## src/rtl/usb_pe_in_if.sv

```systemverilog
// usb_pe_in_if
//   Packet-level bus between the IN protocol engine and the usbRxPkt /
//   usbTxPkt pair.
//   Receive side (from usbRxPkt): rxPktEnd, rxPktValid, rxPid, rxAddr, rxEndp.
//   Transmit side (to/from usbTxPkt): txPktBegin, txPid, txDataAvail, txData
//   driven by the engine; txDataGet, txPktEnd returned by the transmitter.
//   modport master : the protocol engine (drives the transmit request side).
//   modport slave  : the packet layer (drives received fields and tx handshakes).
interface usb_pe_in_if;
    logic       rxPktEnd;
    logic       rxPktValid;
    logic [3:0] rxPid;
    logic [6:0] rxAddr;
    logic [3:0] rxEndp;
    logic       txPktBegin;
    logic [3:0] txPid;
    logic       txDataAvail;
    logic [7:0] txData;
    logic       txDataGet;
    logic       txPktEnd;

    modport master (
        input  rxPktEnd, rxPktValid, rxPid, rxAddr, rxEndp, txDataGet, txPktEnd,
        output txPktBegin, txPid, txDataAvail, txData
    );

    modport slave (
        output rxPktEnd, rxPktValid, rxPid, rxAddr, rxEndp, txDataGet, txPktEnd,
        input  txPktBegin, txPid, txDataAvail, txData
    );
endinterface

```

## src/rtl/usb_pe_in.sv

```systemverilog
// usb_pe_in
//   IN protocol engine. Each IN endpoint owns a packet buffer filled by its
//   endpoint controller; addressed IN tokens are answered with DATA0/DATA1,
//   NAK or STALL, and a sent packet is retired only when the host ACKs it.
//   i_clk, i_rst        : clock, asynchronous active-high reset
//   i_devAddr           : assigned device address
//   i_inEp_dataPut/Data : per-endpoint byte write strobe and the shared byte
//   i_inEp_dataDone     : commit the buffered bytes as one packet
//   i_inEp_stall        : endpoint halted
//   o_inEp_free         : endpoint is filling and has room
//   o_inEp_acked        : one-cycle pulse when the host ACKs that endpoint
//   bus                 : packet-layer interface (master side)
module usb_pe_in #(
    parameter int N_EP_IN            = 1,
    parameter int MAX_IN_PACKET_SIZE = 8,
    parameter int ACK_TIMEOUT        = 255
) (
    input  logic               i_clk,
    input  logic               i_rst,
    input  logic [6:0]         i_devAddr,
    input  logic [N_EP_IN-1:0] i_inEp_dataPut,
    input  logic [7:0]         i_inEp_data,
    input  logic [N_EP_IN-1:0] i_inEp_dataDone,
    input  logic [N_EP_IN-1:0] i_inEp_stall,
    output logic [N_EP_IN-1:0] o_inEp_free,
    output logic [N_EP_IN-1:0] o_inEp_acked,
    usb_pe_in_if.master        bus
);
    localparam int PTR_W = $clog2(MAX_IN_PACKET_SIZE);
    localparam int CNT_W = PTR_W + 1;
    localparam int EP_W  = (N_EP_IN > 1) ? $clog2(N_EP_IN) : 1;
    localparam int TMR_W = $clog2(ACK_TIMEOUT + 1);
    localparam logic [CNT_W-1:0] MAX_CNT = CNT_W'(MAX_IN_PACKET_SIZE);
    localparam logic [TMR_W-1:0] TMR_MAX = TMR_W'(ACK_TIMEOUT);

    localparam logic [3:0] PID_TOKEN_IN        = 4'b1001;
    localparam logic [3:0] PID_TOKEN_SETUP     = 4'b1101;
    localparam logic [3:0] PID_DATA0           = 4'b0011;
    localparam logic [3:0] PID_DATA1           = 4'b1011;
    localparam logic [3:0] PID_HANDSHAKE_ACK   = 4'b0010;
    localparam logic [3:0] PID_HANDSHAKE_NAK   = 4'b1010;
    localparam logic [3:0] PID_HANDSHAKE_STALL = 4'b1110;

    typedef enum logic [1:0] {EP_FILLING, EP_READY, EP_SENDING} epState_t;
    typedef enum logic [4:0] {
        ST_IDLE     = 5'b00001,
        ST_RESPOND  = 5'b00010,
        ST_DATA_TX  = 5'b00100,
        ST_ACK_WAIT = 5'b01000,
        ST_HS_WAIT  = 5'b10000
    } xferState_t;

    epState_t         epState [N_EP_IN];
    logic [CNT_W-1:0] putCnt  [N_EP_IN];
    logic [N_EP_IN-1:0] toggle;
    logic [7:0]       buffer  [N_EP_IN*MAX_IN_PACKET_SIZE];

    xferState_t       state, stateNext;
    logic [EP_W-1:0]  curEp;
    logic [CNT_W-1:0] getAddr;
    logic [TMR_W-1:0] timer;
    logic [3:0]       txPidReg;
    logic [3:0]       respPid;
    logic             selectData, ackOk, rollback;

    logic             tokHit, inTok, setupTok;
    logic [EP_W-1:0]  tokEp;
    logic             putHit;
    logic [EP_W-1:0]  putEp;
    logic [N_EP_IN-1:0] putAccept;

    // Tokens are only decoded while idle; anything arriving mid-transfer is dropped.
    assign tokHit   = bus.rxPktEnd && bus.rxPktValid && (bus.rxAddr == i_devAddr)
                      && (int'(bus.rxEndp) < N_EP_IN) && (state == ST_IDLE);
    assign inTok    = tokHit && (bus.rxPid == PID_TOKEN_IN);
    assign setupTok = tokHit && (bus.rxPid == PID_TOKEN_SETUP);
    assign tokEp    = bus.rxEndp[EP_W-1:0];

    // The buffer has a single write port, so simultaneous puts resolve to the
    // lowest-numbered endpoint; the others are dropped entirely.
    always_comb begin
        putHit    = 1'b0;
        putEp     = '0;
        putAccept = '0;
        for (int e = N_EP_IN - 1; e >= 0; e--) begin
            if (i_inEp_dataPut[e]) begin
                putHit = 1'b1;
                putEp  = EP_W'(e);
            end
        end
        for (int e = 0; e < N_EP_IN; e++) begin
            o_inEp_free[e] = (epState[e] == EP_FILLING) && (putCnt[e] < MAX_CNT);
            putAccept[e]   = putHit && (putEp == EP_W'(e)) && o_inEp_free[e];
        end
    end

    // Buffer contents need no reset: clearing putCnt already discards them.
    always_ff @(posedge i_clk) begin
        if (|putAccept) begin
            buffer[{putEp, putCnt[putEp][PTR_W-1:0]}] <= i_inEp_data;
        end
    end

    // Per-endpoint FILLING -> READY -> SENDING cycle; a failed delivery drops
    // back to READY so the identical packet and toggle are offered again.
    always_ff @(posedge i_clk or posedge i_rst) begin
        if (i_rst) begin
            for (int e = 0; e < N_EP_IN; e++) begin
                epState[e] <= EP_FILLING;
                putCnt[e]  <= '0;
            end
            toggle       <= '0;
            o_inEp_acked <= '0;
        end else begin
            o_inEp_acked <= '0;
            for (int e = 0; e < N_EP_IN; e++) begin
                case (epState[e])
                    EP_FILLING: begin
                        if (putAccept[e]) putCnt[e] <= putCnt[e] + CNT_W'(1);
                        if (i_inEp_dataDone[e]) epState[e] <= EP_READY;
                    end
                    EP_READY: begin
                        if (selectData && (curEp == EP_W'(e))) epState[e] <= EP_SENDING;
                    end
                    EP_SENDING: begin
                        if (ackOk) begin
                            epState[e]      <= EP_FILLING;
                            putCnt[e]       <= '0;
                            toggle[e]       <= ~toggle[e];
                            o_inEp_acked[e] <= 1'b1;
                        end else if (rollback) begin
                            epState[e] <= EP_READY;
                        end
                    end
                    default: epState[e] <= EP_FILLING;
                endcase
                if (setupTok && (tokEp == EP_W'(e))) toggle[e] <= 1'b1;
            end
        end
    end

    // Transfer state register plus the datapath registers it steers.
    always_ff @(posedge i_clk or posedge i_rst) begin
        if (i_rst) begin
            state    <= ST_IDLE;
            curEp    <= '0;
            getAddr  <= '0;
            timer    <= '0;
            txPidReg <= '0;
        end else begin
            state <= stateNext;
            if (inTok) curEp <= tokEp;
            if (state == ST_RESPOND) begin
                txPidReg <= respPid;
                getAddr  <= '0;
            end
            if ((state == ST_DATA_TX) && bus.txDataGet && bus.txDataAvail) begin
                getAddr <= getAddr + CNT_W'(1);
            end
            if ((state == ST_DATA_TX) && bus.txPktEnd) begin
                timer <= '0;
            end else if (state == ST_ACK_WAIT) begin
                timer <= timer + TMR_W'(1);
            end
        end
    end

    // Next-state and transmit outputs. txPid is shown live during the begin
    // strobe and held from txPidReg afterwards.
    always_comb begin
        stateNext       = state;
        bus.txPktBegin  = 1'b0;
        bus.txPid       = txPidReg;
        bus.txDataAvail = 1'b0;
        bus.txData      = 8'h00;
        respPid         = PID_HANDSHAKE_NAK;
        selectData      = 1'b0;
        ackOk           = 1'b0;
        rollback        = 1'b0;
        case (state)
            ST_IDLE: begin
                if (inTok) stateNext = ST_RESPOND;
            end
            ST_RESPOND: begin
                bus.txPktBegin = 1'b1;
                if (i_inEp_stall[curEp]) begin
                    respPid   = PID_HANDSHAKE_STALL;
                    stateNext = ST_HS_WAIT;
                end else if (epState[curEp] == EP_READY) begin
                    respPid    = toggle[curEp] ? PID_DATA1 : PID_DATA0;
                    selectData = 1'b1;
                    stateNext  = ST_DATA_TX;
                end else begin
                    stateNext = ST_HS_WAIT;
                end
                bus.txPid = respPid;
            end
            ST_DATA_TX: begin
                bus.txDataAvail = getAddr < putCnt[curEp];
                if (bus.txDataAvail) bus.txData = buffer[{curEp, getAddr[PTR_W-1:0]}];
                if (bus.txPktEnd) stateNext = ST_ACK_WAIT;
            end
            ST_ACK_WAIT: begin
                if (bus.rxPktEnd) begin
                    if (bus.rxPktValid && (bus.rxPid == PID_HANDSHAKE_ACK)) ackOk = 1'b1;
                    else rollback = 1'b1;
                    stateNext = ST_IDLE;
                end else if (timer == TMR_MAX) begin
                    rollback  = 1'b1;
                    stateNext = ST_IDLE;
                end
            end
            ST_HS_WAIT: begin
                if (bus.txPktEnd) stateNext = ST_IDLE;
            end
            default: stateNext = ST_IDLE;
        endcase
    end
endmodule

```

## src/flat_wrapper.sv

```systemverilog
// flat-port wrapper written by rule: the top's interface ports become plain ports
module usb_pe_in_flat 
#(
    parameter int N_EP_IN            = 1,
    parameter int MAX_IN_PACKET_SIZE = 8,
    parameter int ACK_TIMEOUT        = 255
)
  (i_clk, i_rst, i_devAddr, i_inEp_dataPut, i_inEp_data, i_inEp_dataDone, i_inEp_stall, o_inEp_free, o_inEp_acked, bus_rxPktEnd, bus_rxPktValid, bus_rxPid, bus_rxAddr, bus_rxEndp, bus_txDataGet, bus_txPktEnd, bus_txPktBegin, bus_txPid, bus_txDataAvail, bus_txData);
  usb_pe_in_if bus_i ();
  input  logic i_clk;
  input  logic i_rst;
  input  logic [6:0] i_devAddr;
  input  logic [N_EP_IN-1:0] i_inEp_dataPut;
  input  logic [7:0] i_inEp_data;
  input  logic [N_EP_IN-1:0] i_inEp_dataDone;
  input  logic [N_EP_IN-1:0] i_inEp_stall;
  output logic [N_EP_IN-1:0] o_inEp_free;
  output logic [N_EP_IN-1:0] o_inEp_acked;
  input wire logic [$bits(bus_i.rxPktEnd)-1:0] bus_rxPktEnd;
  input wire logic [$bits(bus_i.rxPktValid)-1:0] bus_rxPktValid;
  input wire logic [$bits(bus_i.rxPid)-1:0] bus_rxPid;
  input wire logic [$bits(bus_i.rxAddr)-1:0] bus_rxAddr;
  input wire logic [$bits(bus_i.rxEndp)-1:0] bus_rxEndp;
  input wire logic [$bits(bus_i.txDataGet)-1:0] bus_txDataGet;
  input wire logic [$bits(bus_i.txPktEnd)-1:0] bus_txPktEnd;
  output wire logic [$bits(bus_i.txPktBegin)-1:0] bus_txPktBegin;
  output wire logic [$bits(bus_i.txPid)-1:0] bus_txPid;
  output wire logic [$bits(bus_i.txDataAvail)-1:0] bus_txDataAvail;
  output wire logic [$bits(bus_i.txData)-1:0] bus_txData;
  assign bus_i.rxPktEnd = bus_rxPktEnd;
  assign bus_i.rxPktValid = bus_rxPktValid;
  assign bus_i.rxPid = bus_rxPid;
  assign bus_i.rxAddr = bus_rxAddr;
  assign bus_i.rxEndp = bus_rxEndp;
  assign bus_i.txDataGet = bus_txDataGet;
  assign bus_i.txPktEnd = bus_txPktEnd;
  assign bus_txPktBegin = bus_i.txPktBegin;
  assign bus_txPid = bus_i.txPid;
  assign bus_txDataAvail = bus_i.txDataAvail;
  assign bus_txData = bus_i.txData;
  usb_pe_in #(.N_EP_IN(N_EP_IN), .MAX_IN_PACKET_SIZE(MAX_IN_PACKET_SIZE), .ACK_TIMEOUT(ACK_TIMEOUT)) u_core (.i_clk(i_clk), .i_rst(i_rst), .i_devAddr(i_devAddr), .i_inEp_dataPut(i_inEp_dataPut), .i_inEp_data(i_inEp_data), .i_inEp_dataDone(i_inEp_dataDone), .i_inEp_stall(i_inEp_stall), .o_inEp_free(o_inEp_free), .o_inEp_acked(o_inEp_acked), .bus(bus_i));
endmodule
```

## config.mk

```make
export PLATFORM = sky130hd
export DESIGN_NAME = usb_pe_in_flat
export DESIGN_NICKNAME = d
export VERILOG_FILES = /design/src/rtl/usb_pe_in_if.sv /design/src/rtl/usb_pe_in.sv /design/src/flat_wrapper.sv
export SDC_FILE = /design/constraint.sdc
export NUM_CORES = 1
export LEC_CHECK = 0
export ABC_CLOCK_PERIOD_IN_PS = 5300
export CORE_ASPECT_RATIO = 2
export CORE_MARGIN = 2
export CORE_UTILIZATION = 50
export CTS_CLUSTER_SIZE = 28
export DETAILED_ROUTE_END_ITERATION = 8
export GPL_TIMING_DRIVEN = 0
export PLACE_DENSITY = 0.72
export SYNTH_ARGS = -nofsm -noshare
export SYNTH_HDL_FRONTEND = slang
export SYNTH_SLANG_ARGS = --single-unit
```

## constraint.sdc

```tcl
create_clock -name i_clk -period 5.3 [get_ports i_clk]
set_input_delay 0.795 -clock i_clk [delete_from_list [all_inputs] [get_ports i_clk]]
set_output_delay 0.795 -clock i_clk [all_outputs]
set_load 0.03 [all_outputs]
```

; After elaboration in Yosys (flattened, before gate mapping)
; Memories as Yosys holds them, arrays and structs flattened.
; Index checks and enable logic that the tools add are counted.
; Widths: inputs -> output; s select.
[totals]
register_bits = 30
ram_bits = 64
input_bits = 39
n_memories = 1
[mem_list]
columns = name, depth, width, read_ports, rd_clocked_by_memory_dff, wr, line_no
row1 = u_core.buffer, 8, 8, 1, 0, 1, usb_pe_in.sv:56  ; logic [7:0] buffer [N_EP_IN*MAX_IN_PACKET_SIZE];
[classes]
n_addsub = 3
order_cmp = 4
n_eq_ne = 22
n_mux = 50
n_bitwise = 3
n_reduce_logical = 24
[op_table]
columns = operator, count
row1 = $mux 4, 9
row2 = $mux 5, 7
row3 = $mux 8, 4
row4 = $pmux 5 s5, 1
row5 = $mux 1, 22
row6 = $logic_and 1x1->1, 14
row7 = $mux 2, 5
row8 = $reduce_bool 2->1, 5
row9 = $add 4x1->4 const B, 2
row10 = $add 8x1->8 const B, 1
row11 = $eq 4x4->1 const B, 2
row12 = $eq 8x8->1 const B, 1
row13 = $ne 2x1->1 const B, 4
row14 = $pmux 4 s2, 1
row15 = $eq 7x7->1, 1
row16 = $ne 2x2->1 const B, 3
row17 = $pmux 2 s3, 1
row18 = $reduce_and 3->1, 2
row19 = $eq 5x1->1 const B, 1
row20 = $eq 5x2->1 const B, 1
row21 = $eq 5x3->1 const B, 1
row22 = $eq 5x4->1 const B, 1
row23 = $eq 5x5->1 const B, 1
row24 = $eq 2x1->1 const B, 2
row25 = 12 further kinds, 14

; Logic depth before layout (Yosys ltp)
[logic_depth]
word_depth = 9
depth_mapped = 7
depth_no_buf = 6

; Least setup slack after synthesis
; OpenSTA, ideal clock, no wires.
[synth_path]
kind = register -> output
startpoint = register u_core.putCnt[1] (netlist bit)
endpoint = output bus_txData[0]
t_arrival_ps = 1953
required_ps = 4505
slack_ps = 2552
path_stages_with_launch = 8
path_buffers = 1
path_cell_list = dfrtp_1 -> inv_1 -> ha_1 -> a211oi_1 -> nor2_1 -> or3_1 -> clkbuf_1 -> nor2_1
[synth_via]
elab_chain_len = 4
[synth_lines]
columns = item, line_no
row1 = start: declaration, usb_pe_in.sv:54  ; logic [CNT_W-1:0] putCnt [N_EP_IN];
row2 = start signal: indexed assignment, usb_pe_in.sv:119  ; if (putAccept[e]) putCnt[e] <= putCnt[e] + CNT_W'(1);
row3 = $mux 4 (implied by the code), usb_pe_in.sv:199  ; bus.txDataAvail = getAddr < putCnt[curEp];
row4 = $lt 4x4->1, usb_pe_in.sv:199
row5 = $mux 8, usb_pe_in.sv:200  ; if (bus.txDataAvail) bus.txData = buffer[{curEp, getAddr[PTR_W-1:0]}];
row6 = $mux 8, usb_pe_in.sv:180  ; case (state)
row7 = end: declaration, flat_wrapper.sv:29  ; output wire logic [$bits(bus_i.txData)-1:0] bus_txData;
; No other way between the ends. The select of a mux whose other input is x is not followed.

; Final worst setup path
[layout_path]
startpoint = register u_core.putCnt[1] (netlist bit)
endpoint = output bus_txData[3]
; Same word-level chain as after synthesis.

==> impl_metrics.csv <==
group,metric,value,unit
routing,drt_wl_total,8.33,mm
setup_path,cp-end-kind,"primary output",
run_status,status,"completed",
synthesis,synth-seq-cells,94,
routing,wl_met2,4.77,mm
cells_and_area,syn_to_final_growth,23.9,%
clock_network,cts_made_buffers,9,
placement,port_buffers,54,
worst_hold_path,hold_class,"flop to flop",
timing,finalCritPeriodShare,72.3,%
clock_network,clk_pin_slew_worst_paths,60,ps
setup_path,slowest_stage,"clkdlybuf4s50_1",
routing,ant_nets,0,
floorplanning,fp.dieW,67.9,µm
synthesis,synthArstFlopShare,31.9,%
timing,finalCriticalPeriod,3830,ps
synthesis,synth_edf_count,64,
synthesis,ys_warn_count,0,
pwr,power_per_cell_area,295,mW/mm²
global_route,grt_use_total,21.0,%
global_route,grt_pass1_vias,2687,
floorplanning,fp.dieH,132,µm
clock_network,clock_latency,340,ps
timing,finalSetupTns,0,ps
global_route,antenna_found_initial,0,
setup_path,worst_setup_path_start_kind,"flop",
routing,drt-pass1-iter-count,4,
timing,finalHoldViolCount,0,
global_route,grt_pass1_wl,13.4,mm
cells_and_area,final_net_count,388,
placement,place_hpwl,6.10,mm
clock_network,ctsHoldBuffers,0,
cells_and_area,fillers,624,
floorplanning,initial_core_util,51.4,%
routing,via_per_inst,5.66,
routing,drc,0,
timing,layout_setup_ws,1470,ps
floorplanning,die_area,0.00895,mm²
synthesis,yosysSeqAreaShare,65.5,%
setup_path,cp-startpoint,"u_core.putCnt[1]",
placement,dp_slack,1820,ps
setup_path,timing.rr.end,"u_core.buffer[0][6]",
timing,drv_slew,0,
cells_and_area,final_cell_mix,"edfxtp_1 (64), clkdlybuf4s50_1 (54), dfrtp_1 (29)",
floorplanning,num_io_pins,55,
setup_path,timing.rr.start,"u_core.epState[1]",
clock_network,cts_tree,"done",
timing,tightest_slew,1310,ps
timing,rsz0062_at_grt,"no",
timing,setup_viol,0,
clock_network,clock-sinks,94,
synthesis,syn_nets,323,
global_route,grt_overflow,0,
clock_network,cts_buffer_depth,2,
routing,drt_iter0_markers,101,
setup_path,arrival,3040,ps
clock_network,ctsResizeCount,0,
setup_path,required,4510,ps
synthesis,syn_avg_cell_area,14.7,µm²
setup_path,critical_path.max_stage_delay,690,ps
setup_path,worst_path_most_repeated_cell,"nor2_1",
global_route,grt_max_degree,31,
timing,relSlewSlack,11.7,%
floorplanning,std_cell_rows,46,
synthesis,synth_area,0.00408,mm²
cells_and_area,final_common_cell,"edfxtp_1",
cells_and_area,num_antenna_cells,0,
timing,fmaxAchievable,0.261,GHz
cells_and_area,multi_input_area,0.00133,mm²
setup_path,cp_cell_sequence,"inv_1 > ha_1 > a211oi_1 > nor2_1 > or3_1 > clkbuf_1 > nor2_1 > clkdlybuf4s50_1",
clock_network,root_buffer,"clkbuf_16",
pwr,ir_worst_vdd,0.000156,V
setup_path,crit_type,"flop to primary output",
floorplanning,fp.coreArea,0.00794,mm²
synthesis,synth.distinct_cells,49,
clock_network,h-tree-depth,3,
setup_path,cp_max_fo,9,
synthesis,syn_inst,278,
synthesis,synth_ff_type,"edfxtp_1",
timing,clock_skew,7.56,ps
setup_path,rr_worst_depth,4,
routing,wl_met3,298,µm
run,cap_viol_max_count,0,
setup_path,reg2reg_slack,2700,ps
cells_and_area,drive_gt1_share,12.9,%
setup_path,endpoint,"bus_txData[3]",
routing,num_vias,2512,
routing,avgRoutedWirePerCell,18.8,µm
routing,routed.top_layer,"met4",
pwr,p_leak,1.79,nW
clock_network,cts_setup_buffers,0,
placement,gp_congestion,0.821,
cells_and_area,seq_area,0.00267,mm²
routing,met1_length,3.02,mm
[registers in the layout, indices dropped and copies added, names as in the netlist]
register,flops
u_core.buffer,64
u_core.timer,8
u_core.state,5
u_core.getAddr,4
u_core.putCnt,4
u_core.txPidReg,4
u_core.epState,2
u_core.curEp,1
u_core.o_inEp_acked,1
u_core.toggle,1
[synthesized netlist by cell type (all sizes together) (2+ instances only)]
cell type / number / area share, %
xor2: 4 / 0.86
a21oi: 3 / 0.37
inv: 12 / 1.1
and3: 2 / 0.31
or3: 2 / 0.31
o22ai: 2 / 0.31
dfrtp: 29 / 18
nand3b: 3 / 0.64
and3b: 2 / 0.46
nand4: 4 / 0.61
nor3: 11 / 1.6
buf: 4 / 0.46
mux2i: 9 / 2.2
xnor2: 9 / 1.9
nor2b: 2 / 0.31
nor3b: 2 / 0.37
edfxtp: 64 / 47
o21bai: 2 / 0.37
nor4: 4 / 1.1
nand2b: 5 / 0.77
nand2: 20 / 1.8
nand3: 7 / 0.86
mux4: 16 / 8.8
o21ai: 9 / 1.1
and2: 2 / 0.31
clkbuf: 5 / 0.46
nor2: 24 / 2.2
ha: 6 / 1.8
[through the flow]
| stage | instances | util [%] | hold slack (ps) | instance area [µm²] | total power [mW] |
|---|---|---|---|---|---|
| floorplan | 278 | - | 444 | 4080 | 0.812 |
| global placement | 428 | 59.7 | 455 | 4740 | 0.848 |
| detailed placement | 428 | 59.7 | 455 | 4740 | 0.850 |
| CTS | 444 | 63.7 | 474 | 5060 | 1.51 |
| global route | 444 | 63.7 | 508 | 5060 | 1.54 |
| finish | 444 | 63.7 | 468 | 5060 | 1.49 |
[area by class of cell]
class | instances | area share, %
Clock buffer | 13 | 5.37
Buffer | 9 | 0.742
Inverter | 12 | 0.891
Clock inverter | 3 | 0.841
Multi-Input combinational cell | 163 | 26.2
Tap cell | 96 | 2.38
Sequential cell | 94 | 52.9
Timing Repair Buffer | 54 | 10.7
[logic make-up after synthesis]
family,synth area share [%]
mux,11.0
flops,65.5
xor+xnor,2.79
fa+ha+maj,1.84
simple gates,12.6
buf+inv,2.02
compound gates,4.20
[critical path, delay by kind of cell (launching register included)]
kind	cells	cell delay [ps]
buffers and inverters	3	1070
AOI/OAI and AO/OA	1	300
adders and majority gates	1	290
DFF	1	440
and+or+nand+nor	3	590
[layer usage]
| metal | vias to the layer above | track usage, % |
|---|---|---|
| li1 | 1179 | - |
| met1 | 1238 | 22.2 |
| met3 | 16 | 4.44 |
| met2 | 79 | 36.7 |
| met5 | - | 0 |
| met4 | 0 | 12.1 |
[power breakdown]
group	switching, mW	total (mW)	leakage [nW]	internal (mW)
Sequential	0.000299	0.786	0.918	0.786
Clock	0.250	0.656	0.151	0.406
Combinational	0.0195	0.0485	0.726	0.0290
[worst min path at each step]
stage                                   from  cells after the start  slack, ps                 end
final                     u_core.txPidReg[1]                      1        470  u_core.txPidReg[1]
after global routing      u_core.txPidReg[1]                      1        510  u_core.txPidReg[1]
after CTS                 u_core.txPidReg[1]                      1        470  u_core.txPidReg[1]
after detailed placement  u_core.txPidReg[1]                      1        460  u_core.txPidReg[1]
after global placement    u_core.txPidReg[1]                      1        450  u_core.txPidReg[1]
after floorplan                 u_core.curEp                      1        440   u_core.epState[1]
No activity file was read; power rests on OpenSTA's default activity.
